**src/rtl/multicycle_ctrl_pkg.sv**
```systemverilog
// Shared types and encodings for the multi-cycle RISC-V main control FSM.
package multicycle_ctrl_pkg;

  typedef enum logic [3:0] {
    FETCH     = 4'd0,
    DECODE    = 4'd1,
    EXEC_R    = 4'd2,
    EXEC_ADDR = 4'd3,
    EXEC_BR   = 4'd4,
    MEM_RD    = 4'd5,
    MEM_WR    = 4'd6,
    WB_R      = 4'd7,
    WB_MEM    = 4'd8,
    HALT      = 4'd9
  } state_t;

  localparam logic [6:0] OP_RTYPE  = 7'b0110011;
  localparam logic [6:0] OP_LOAD   = 7'b0000011;
  localparam logic [6:0] OP_STORE  = 7'b0100011;
  localparam logic [6:0] OP_BRANCH = 7'b1100011;

  localparam logic [1:0] ALUOP_ADD   = 2'b00;
  localparam logic [1:0] ALUOP_SUB   = 2'b01;
  localparam logic [1:0] ALUOP_FUNCT = 2'b10;

  localparam logic [1:0] SRC_A_PC     = 2'b00;
  localparam logic [1:0] SRC_A_OLD_PC = 2'b01;
  localparam logic [1:0] SRC_A_RS1    = 2'b10;

  localparam logic [1:0] SRC_B_RS2  = 2'b00;
  localparam logic [1:0] SRC_B_FOUR = 2'b01;
  localparam logic [1:0] SRC_B_IMM  = 2'b10;

  typedef struct packed {
    logic [1:0] alu_op;
    logic [1:0] src_a;
    logic [1:0] src_b;
    logic       pc_src;
    logic       pc_write;
    logic       ir_write;
    logic       mem_read;
    logic       mem_write;
    logic       iord;
    logic       reg_write;
    logic       mem_to_reg;
    logic       retire;
  } ctrl_t;

endpackage

```
**src/rtl/ctrl_out_decode.sv**
```systemverilog
// Combinational map from FSM state (plus the memory handshake and ALU zero
// flag) to every datapath control output; retire marks an instruction's last cycle.
module ctrl_out_decode
  import multicycle_ctrl_pkg::*;
(
  input  state_t state_i,
  input  logic   mem_ready_i,
  input  logic   zero_i,
  output ctrl_t  ctrl_o
);

  // Per-state control outputs; everything idles at zero unless set below.
  always_comb begin
    ctrl_o = '0;
    case (state_i)
      FETCH: begin
        ctrl_o.mem_read = 1'b1;
        ctrl_o.iord     = 1'b0;
        ctrl_o.src_a    = SRC_A_PC;
        ctrl_o.src_b    = SRC_B_FOUR;
        ctrl_o.alu_op   = ALUOP_ADD;
        ctrl_o.pc_src   = 1'b0;
        if (mem_ready_i) begin
          ctrl_o.ir_write = 1'b1;
          ctrl_o.pc_write = 1'b1;
        end else begin
          ctrl_o.ir_write = 1'b0;
          ctrl_o.pc_write = 1'b0;
        end
      end
      DECODE: begin
        ctrl_o.src_a  = SRC_A_OLD_PC;
        ctrl_o.src_b  = SRC_B_IMM;
        ctrl_o.alu_op = ALUOP_ADD;
      end
      EXEC_R: begin
        ctrl_o.src_a  = SRC_A_RS1;
        ctrl_o.src_b  = SRC_B_RS2;
        ctrl_o.alu_op = ALUOP_FUNCT;
      end
      WB_R: begin
        ctrl_o.reg_write  = 1'b1;
        ctrl_o.mem_to_reg = 1'b0;
        ctrl_o.retire     = 1'b1;
      end
      EXEC_ADDR: begin
        ctrl_o.src_a  = SRC_A_RS1;
        ctrl_o.src_b  = SRC_B_IMM;
        ctrl_o.alu_op = ALUOP_ADD;
      end
      MEM_RD: begin
        ctrl_o.mem_read = 1'b1;
        ctrl_o.iord     = 1'b1;
      end
      WB_MEM: begin
        ctrl_o.reg_write  = 1'b1;
        ctrl_o.mem_to_reg = 1'b1;
        ctrl_o.retire     = 1'b1;
      end
      MEM_WR: begin
        // Request stays up through the whole stall; retire only on completion.
        ctrl_o.mem_write = 1'b1;
        ctrl_o.iord      = 1'b1;
        ctrl_o.retire    = mem_ready_i;
      end
      EXEC_BR: begin
        ctrl_o.src_a    = SRC_A_RS1;
        ctrl_o.src_b    = SRC_B_RS2;
        ctrl_o.alu_op   = ALUOP_SUB;
        ctrl_o.pc_src   = 1'b1;
        ctrl_o.pc_write = zero_i;
        ctrl_o.retire   = 1'b1;
      end
      HALT: begin
        ctrl_o = '0;
      end
      default: begin
        ctrl_o = '0;
      end
    endcase
  end

endmodule

```
**src/rtl/multicycle_ctrl.sv**
```systemverilog
// Main control FSM for the multi-cycle RISC-V datapath: state register,
// latched opcode, sticky illegal flag and retired-instruction counter.
module multicycle_ctrl
  import multicycle_ctrl_pkg::*;
#(
  parameter int INSTR_CNT_W = 32
) (
  input  logic                   clk_i,
  input  logic                   rst_i,
  input  logic [6:0]             opcode_i,
  input  logic                   zero_i,
  input  logic                   mem_ready_i,
  output logic [1:0]             ALUOp_o,
  output logic [1:0]             alu_src_a_o,
  output logic [1:0]             alu_src_b_o,
  output logic                   pc_src_o,
  output logic                   pc_write_o,
  output logic                   ir_write_o,
  output logic                   mem_read_o,
  output logic                   mem_write_o,
  output logic                   iord_o,
  output logic                   reg_write_o,
  output logic                   mem_to_reg_o,
  output logic                   illegal_o,
  output logic [INSTR_CNT_W-1:0] retired_o
);

  state_t                 state_r;
  state_t                 next_state_s;
  logic [6:0]             opcode_r;
  logic                   illegal_r;
  logic [INSTR_CNT_W-1:0] retired_r;
  ctrl_t                  dec_s;
  ctrl_t                  ctrl_s;

  ctrl_out_decode u_ctrl_out_decode (
    .state_i     (state_r),
    .mem_ready_i (mem_ready_i),
    .zero_i      (zero_i),
    .ctrl_o      (dec_s)
  );

  // Next-state selection.
  always_comb begin
    next_state_s = state_r;
    case (state_r)
      FETCH: begin
        if (mem_ready_i) next_state_s = DECODE;
        else             next_state_s = FETCH;
      end
      DECODE: begin
        case (opcode_i)
          OP_RTYPE:          next_state_s = EXEC_R;
          OP_LOAD, OP_STORE: next_state_s = EXEC_ADDR;
          OP_BRANCH:         next_state_s = EXEC_BR;
          default:           next_state_s = HALT;
        endcase
      end
      EXEC_R:    next_state_s = WB_R;
      WB_R:      next_state_s = FETCH;
      EXEC_ADDR: begin
        // The IR opcode may already be stale here, so use the DECODE copy.
        if (opcode_r == OP_LOAD) next_state_s = MEM_RD;
        else                     next_state_s = MEM_WR;
      end
      MEM_RD: begin
        if (mem_ready_i) next_state_s = WB_MEM;
        else             next_state_s = MEM_RD;
      end
      WB_MEM: next_state_s = FETCH;
      MEM_WR: begin
        if (mem_ready_i) next_state_s = FETCH;
        else             next_state_s = MEM_WR;
      end
      EXEC_BR: next_state_s = FETCH;
      HALT:    next_state_s = HALT;
      default: next_state_s = FETCH;
    endcase
  end

  // State, opcode latch, sticky illegal flag and retire counter.
  always_ff @(posedge clk_i or posedge rst_i) begin
    if (rst_i) begin
      state_r   <= FETCH;
      opcode_r  <= 7'd0;
      illegal_r <= 1'b0;
      retired_r <= '0;
    end else begin
      state_r   <= next_state_s;
      illegal_r <= (next_state_s == HALT);
      if (state_r == DECODE) opcode_r <= opcode_i;
      else                   opcode_r <= opcode_r;
      if (dec_s.retire) retired_r <= retired_r + INSTR_CNT_W'(1);
      else              retired_r <= retired_r;
    end
  end

  // Reset forces every control output low without waiting for a clock edge.
  always_comb begin
    if (rst_i) ctrl_s = '0;
    else       ctrl_s = dec_s;
  end

  assign ALUOp_o      = ctrl_s.alu_op;
  assign alu_src_a_o  = ctrl_s.src_a;
  assign alu_src_b_o  = ctrl_s.src_b;
  assign pc_src_o     = ctrl_s.pc_src;
  assign pc_write_o   = ctrl_s.pc_write;
  assign ir_write_o   = ctrl_s.ir_write;
  assign mem_read_o   = ctrl_s.mem_read;
  assign mem_write_o  = ctrl_s.mem_write;
  assign iord_o       = ctrl_s.iord;
  assign reg_write_o  = ctrl_s.reg_write;
  assign mem_to_reg_o = ctrl_s.mem_to_reg;
  assign illegal_o    = illegal_r;
  assign retired_o    = retired_r;

endmodule

```
**config.mk**
```make
export PLATFORM = sky130hd
export DESIGN_NAME = multicycle_ctrl
export DESIGN_NICKNAME = d
export VERILOG_FILES = /design/src/rtl/multicycle_ctrl_pkg.sv /design/src/rtl/ctrl_out_decode.sv /design/src/rtl/multicycle_ctrl.sv
export SDC_FILE = /design/constraint.sdc
export NUM_CORES = 1
export LEC_CHECK = 0
export BUFFER_PORTS_ARGS = -buffer_cell sky130_fd_sc_hd__buf_2
export CORE_MARGIN = 10
export CORE_UTILIZATION = 53
export DETAILED_ROUTE_END_ITERATION = 6
export PLACE_DENSITY = 0.92
export SETUP_SLACK_MARGIN = 0.2
export SLEW_MARGIN = 5
export SYNTH_ARGS = -nofsm -noshare
export SYNTH_HDL_FRONTEND = slang
export SYNTH_SLANG_ARGS = --single-unit
```
**constraint.sdc**
```tcl
create_clock -name clk_i -period 2.5 [get_ports clk_i]
set_clock_uncertainty 0.2 [all_clocks]
set_input_delay 0.125 -clock clk_i [delete_from_list [all_inputs] [get_ports clk_i]]
set_output_delay 0.125 -clock clk_i [all_outputs]
set_load 0.05 [all_outputs]
```
## After elaboration in Yosys (flattened, before gate mapping)

Index checks and enable logic that the tools add are counted.

| word-level totals | value |
|---|---|
| flip-flop bits (word level) | 44 |
| output and inout bits | 47 |

| operators by class | value |
|---|---|
| add/sub/neg operators | 1 |
| equal/unequal tests | 15 |
| multiplexer cells | 16 |
| reductions and logical operators | 5 |

Operator list:

| cell | count |
|---|---|
| $add 32x1->32 const B | 1 |
| $pmux 6 s5 | 1 |
| $pmux 4 s7 | 1 |
| $eq 4x3->1 const B | 4 |
| $mux 15 | 1 |
| $eq 7x2->1 const B | 2 |
| $eq 7x6->1 const B | 2 |
| $eq 4x4->1 const B | 3 |
| $pmux 4 s3 | 1 |
| $eq 4x2->1 const B | 2 |
| $pmux 2 s2 | 2 |
| $eq 7x7->1 const B | 1 |
| $reduce_or 2->1 | 3 |
| $mux 1 | 5 |
| $eq 4x1->1 const B | 1 |
| $logic_not 4->1 | 1 |
| $mux 2 | 2 |
| $mux 4 | 1 |
| $mux 3 | 1 |
| $reduce_or 3->1 | 1 |
| $pmux 1 s2 | 1 |

## Longest topological paths before layout

| depth | value |
|---|---|
| word-level depth | 5 |
| mapped depth | 7 |
| depth with buffers taken out | 5 |

## By module

Synthesis repeated with hierarchy kept, for this count alone.

| second synthesis, totals | value |
|---|---|
| cell total of the unflattened synthesis | 222 |
| area total of the unflattened synthesis | 2357.3 um2 |

Modules (own cells, without submodules):

| module | times used | cells an instance | area an instance (um2) | seq. area each (um2) |
|---|---|---|---|---|
| multicycle_ctrl | 1 | 192 | 2147.1 | 1101.1 |
| ctrl_out_decode | 1 | 30 | 210.2 | 0.0 |

## Worst setup path before layout

Ideal clock, no wire load.

| timing | value |
|---|---|
| path type | reg-to-output |
| start point | register state_r[3] |
| end point | output pc_write_o |
| arrival time | 3446 ps |
| required time | 2175 ps |
| setup slack | -1271 ps |
| cell stages (with the launch flop) | 6 |
| path through | dfrtp_1 > buf_2 > clkbuf_1 > nor4b_1 > and2_1 > a21o_1 |

| between the ends | value |
|---|---|
| cells in the longest elaborated chain, start to end | 3 |
| elaborated cells between the ends (all ways) | 4 |

RTL lines:

| what | line | text |
|---|---|---|
| start: declaration | multicycle_ctrl.sv:28 | `state_t state_r;` |
| start signal: assignment | multicycle_ctrl.sv:89 | `state_r <= next_state_s;` |
| $eq 4x3->1 / $logic_not 4->1 (equally long branches) | ctrl_out_decode.sv:15 | `case (state_i)` |
| $pmux 2 s2 * | ctrl_out_decode.sv:15 |  |
| $mux 15 * | multicycle_ctrl.sv:100 | `if (rst_i) ctrl_s = '0;` |
| end: declaration | multicycle_ctrl.sv:17 | `output logic pc_write_o,` |

Mark *: on every way between the ends. The rest lies on a longest branch, timed or not.

## Worst setup path after layout

| timing | value |
|---|---|
| start point | register state_r[0] |
| end point | output pc_write_o |

Same word-level chain as after synthesis.

==> impl_metrics.csv <==
group,metric,value,unit
worst_setup_path,critPathSlowestCell,"dfrtp_1",
sta,relSlewSlack,0.503,
clock_tree,cts.sinks,44,
worst_setup_path,cp.arrival,1.85,ns
yosys,yosysTopAreaCellShare,0.483,
finish,final_util,0.707,
yosys,ys_ff_latch,44,
yosys,yosysTopAreaCell,"dfrtp_1",
flow_run,timing.max_cap.violations,0,
drt,dr_total_vias,1937,
die,num_io_pins,58,
worst_setup_path,reg2reg_depth,5,
yosys,synth-simple-area-share,0.258,
yosys,synthMuxAreaShare,0.0395,
global_routing,grt_pass1_vias,1893,
placed_design,gp_congestion,0.791,
worst_setup_path,startpoint,"state_r[0]",
die,die_h,85.6,um
clock_tree,insertion_delay,0.31,ns
worst_setup_path,end_kind,"primary output",
yosys,syn_avg_cell_area,10.4,um^2
clock_tree,cts_buffers,5,
global_routing,grt_pass1_wl,9360,um
yosys,async_reset_ff_frac,1.00,
drt,viasPerCell,5.65,
yosys,yosysSeqAreaShare,0.483,
global_routing,grt-busiest-layer,"met2",
sta,setup_viol,0,
sta,fmax,460,MHz
drt,drt_iter0_markers,253,
drt,wl,5530,um
worst_setup_path,cp-start-kind,"register",
global_routing,met1_usage,0.188,
yosys,yosysUniqueCellTypes,41,
clock_tree,clk_path_buf_depth,2,
worst_setup_path,r2r_slack,0.41,ns
clock_tree,cts_tree,"done",
yosys,yosys-top-cells-area,"dfrtp_1 48%, xnor2_1 7.3%, xor2_1 5.4%, mux2_2 4.0%, nand4_1 3.0%",
finish,syn_to_final_growth,26.7,%
worst_setup_path,reg2reg_from,"state_r[3]",
finish,layout-drive-gt1-share,0.307,
global_routing,antenna_found_initial,0,
sta,hold_viol,0,
finish,finalInstanceArea,2890,um^2
power_and_ir_drop,power.density,835,nW/um^2
worst_hold_path,worstHoldPathCells,1,
finish,layout.nets,304,
yosys,synthCells,220,
finish,mostFrequentLayoutCells,"57 x buf_2, 44 x dfrtp_1, 19 x xnor2_1",
worst_setup_path,cp_max_fo,4,
worst_hold_path,hp-class,"register to register",
finish,fill_cells,283,
finish,n_antenna_cell,0,
placed_design,port_buffers,57,
die,die-area,7320,um^2
global_routing,grtUsageMet2,0.247,
clock_tree,cts_setup_buffers,0,
finish,seq_area,1100,um^2
die,core,4090,um^2
sta,tightest_slew,0.741,ns
finish,multi_input_area,1150,um^2
clock_tree,cts-root-buf,"clkbuf_8",
worst_setup_path,max_stage_delay,0.41,ns
worst_setup_path,crit_type,"register to primary output",
sta,finalMaxSlewViolations,0,
placed_design,place_area,2690,um^2
yosys,synth-main-ff-cell,"dfrtp_1",
worst_hold_path,min_from,"retired_o[31]",
yosys,synth_compound_area_frac,0.0554,
finish,layout_commonest_cell,"buf_2",
power_and_ir_drop,leakage,1.40,nW
placed_design,dp.final_hpwl,4120,um
yosys,synth-adder-area-share,0.00988,
run_status,status,"complete, no violations",
worst_setup_path,crit_chain,"nor2_1 > nor4b_4 > and2_1 > a21o_1 > buf_2",
die,start_util,0.558,
sta,fin_crit_sh,0.871,
yosys,synth_edf_count,0,
worst_setup_path,cp.required,2.17,ns
yosys,synth_area,2280,um^2
die,rows,23,
yosys,synth_top_family_by_area,"simple AND/OR/NAND/NOR gates",
worst_hold_path,whs_endpoint,"retired_o[31]",
worst_setup_path,rr_endpoint,"retired_o[25]",
yosys,synth_warnings,0,
drt,avgRoutedWirePerCell,16.1,um
sta,hold_slack,0.270,ns
sta,fin_crit,2.18,ns
global_routing,grt_util_met3,0.0435,
yosys,synth-xor-area-share,0.127,
clock_tree,clk_pin_slew,0.09,ns
global_routing,grt_usage,0.153,
drt,antenna_left,0,
global_routing,grt_max_degree,26,
clock_tree,cts_max_level,2,
drt,firstDrtPassIters,4,
yosys,syn-num-nets,232,
global_routing,grt-ovfl-total,0,
drt,drc,0,
die,fp.dieW,85.6,um
power_and_ir_drop,vdd_drop_max,0.000797,V
sta,rsz0062_at_grt,"false",
## worst max path at each step
| stage | slack [ns] | end | cells after the start |
|---|---|---|---|
| after floorplan | -0.13 | pc_write_o | 5 |
| after global placement | 0.48 | retired_o[28] | 5 |
| after detailed placement | 0.46 | retired_o[28] | 5 |
| after CTS | 0.32 | pc_write_o | 5 |
| after global routing | 0.21 | pc_write_o | 5 |
| final | 0.32 | pc_write_o | 5 |
## through the flow
step | worst slack [ns] | cells | power (mW) | TNS [ns]
after floorplan | -0.127 | 220 | 1.66 | -0.246
after global placement | 0.480 | 326 | 1.85 | 0
after detailed placement | 0.464 | 326 | 1.87 | 0
after CTS | 0.315 | 343 | 2.41 | 0
after global routing | 0.214 | 343 | 2.53 | 0
final | 0.324 | 343 | 2.41 | 0
## per-layer routing
layer / vias to the layer above / part of all wire / wire length [um]
met5: - / 0 / 0
met3: 11 / 0.063 / 350
met2: 58 / 0.48 / 2660
li1: 932 / - / -
met1: 936 / 0.44 / 2430
met4: 0 / 0.017 / 92
## timing repair
| item | CTS | global route |
|---|---|---|
| gates resized for setup | 0 | 0 |
| hold buffers | 9 | 0 |
| hold endpoints to repair | 30 | 0 |
## cells in the mapped netlist (3+ instances only)
library cell / number
nand2b_1: 4
and4_1: 3
and3_1: 5
nor3_1: 12
a21oi_1: 4
xor2_1: 14
mux2_2: 8
nor2b_1: 3
nor4_1: 6
o21ai_0: 4
nand4_1: 11
or3_1: 5
nor2_1: 13
dfrtp_1: 44
nand3_1: 11
xnor2_1: 19
clkbuf_1: 4
nand2_1: 16
inv_1: 6
## power by group
part | internal [mW] | switching (mW)
sequential | 0.837 | 0.112
clock | 0.297 | 0.242
combinational | 0.321 | 0.602
## state kept, by name (all words and copies together) (netlist names)
signal,cells
retired_o,32
state_r,4
opcode_r,7
illegal_o,1
## layout make-up
| class | count | area share |
|---|---|---|
| clock buffers | 6 | 0.0251 |
| repair buffers | 73 | 0.152 |
| flip-flops and latches | 44 | 0.381 |
| well taps | 50 | 0.0217 |
| multi-input cells | 162 | 0.400 |
| clock inverters | 2 | 0.0121 |
| inverters | 6 | 0.00780 |
## logic make-up after synthesis
kind of cell	after synthesis
DFF	44
adders and majority gates	2
AOI/OAI and AO/OA	17
and+or+nand+nor	102
buffers and inverters	14
muxes	8
xor gates and xnor gates	33
## worst max-delay path: cells and delay by family (launching register included)
family	cells	cell delay (ns)
buffers and inverters	1	0.25
AO/OA/AOI/OAI	1	0.08
flip-flops	1	0.41
AND/OR/NAND/NOR	3	0.80
Note: power is estimated with default switching activity, not from simulation.
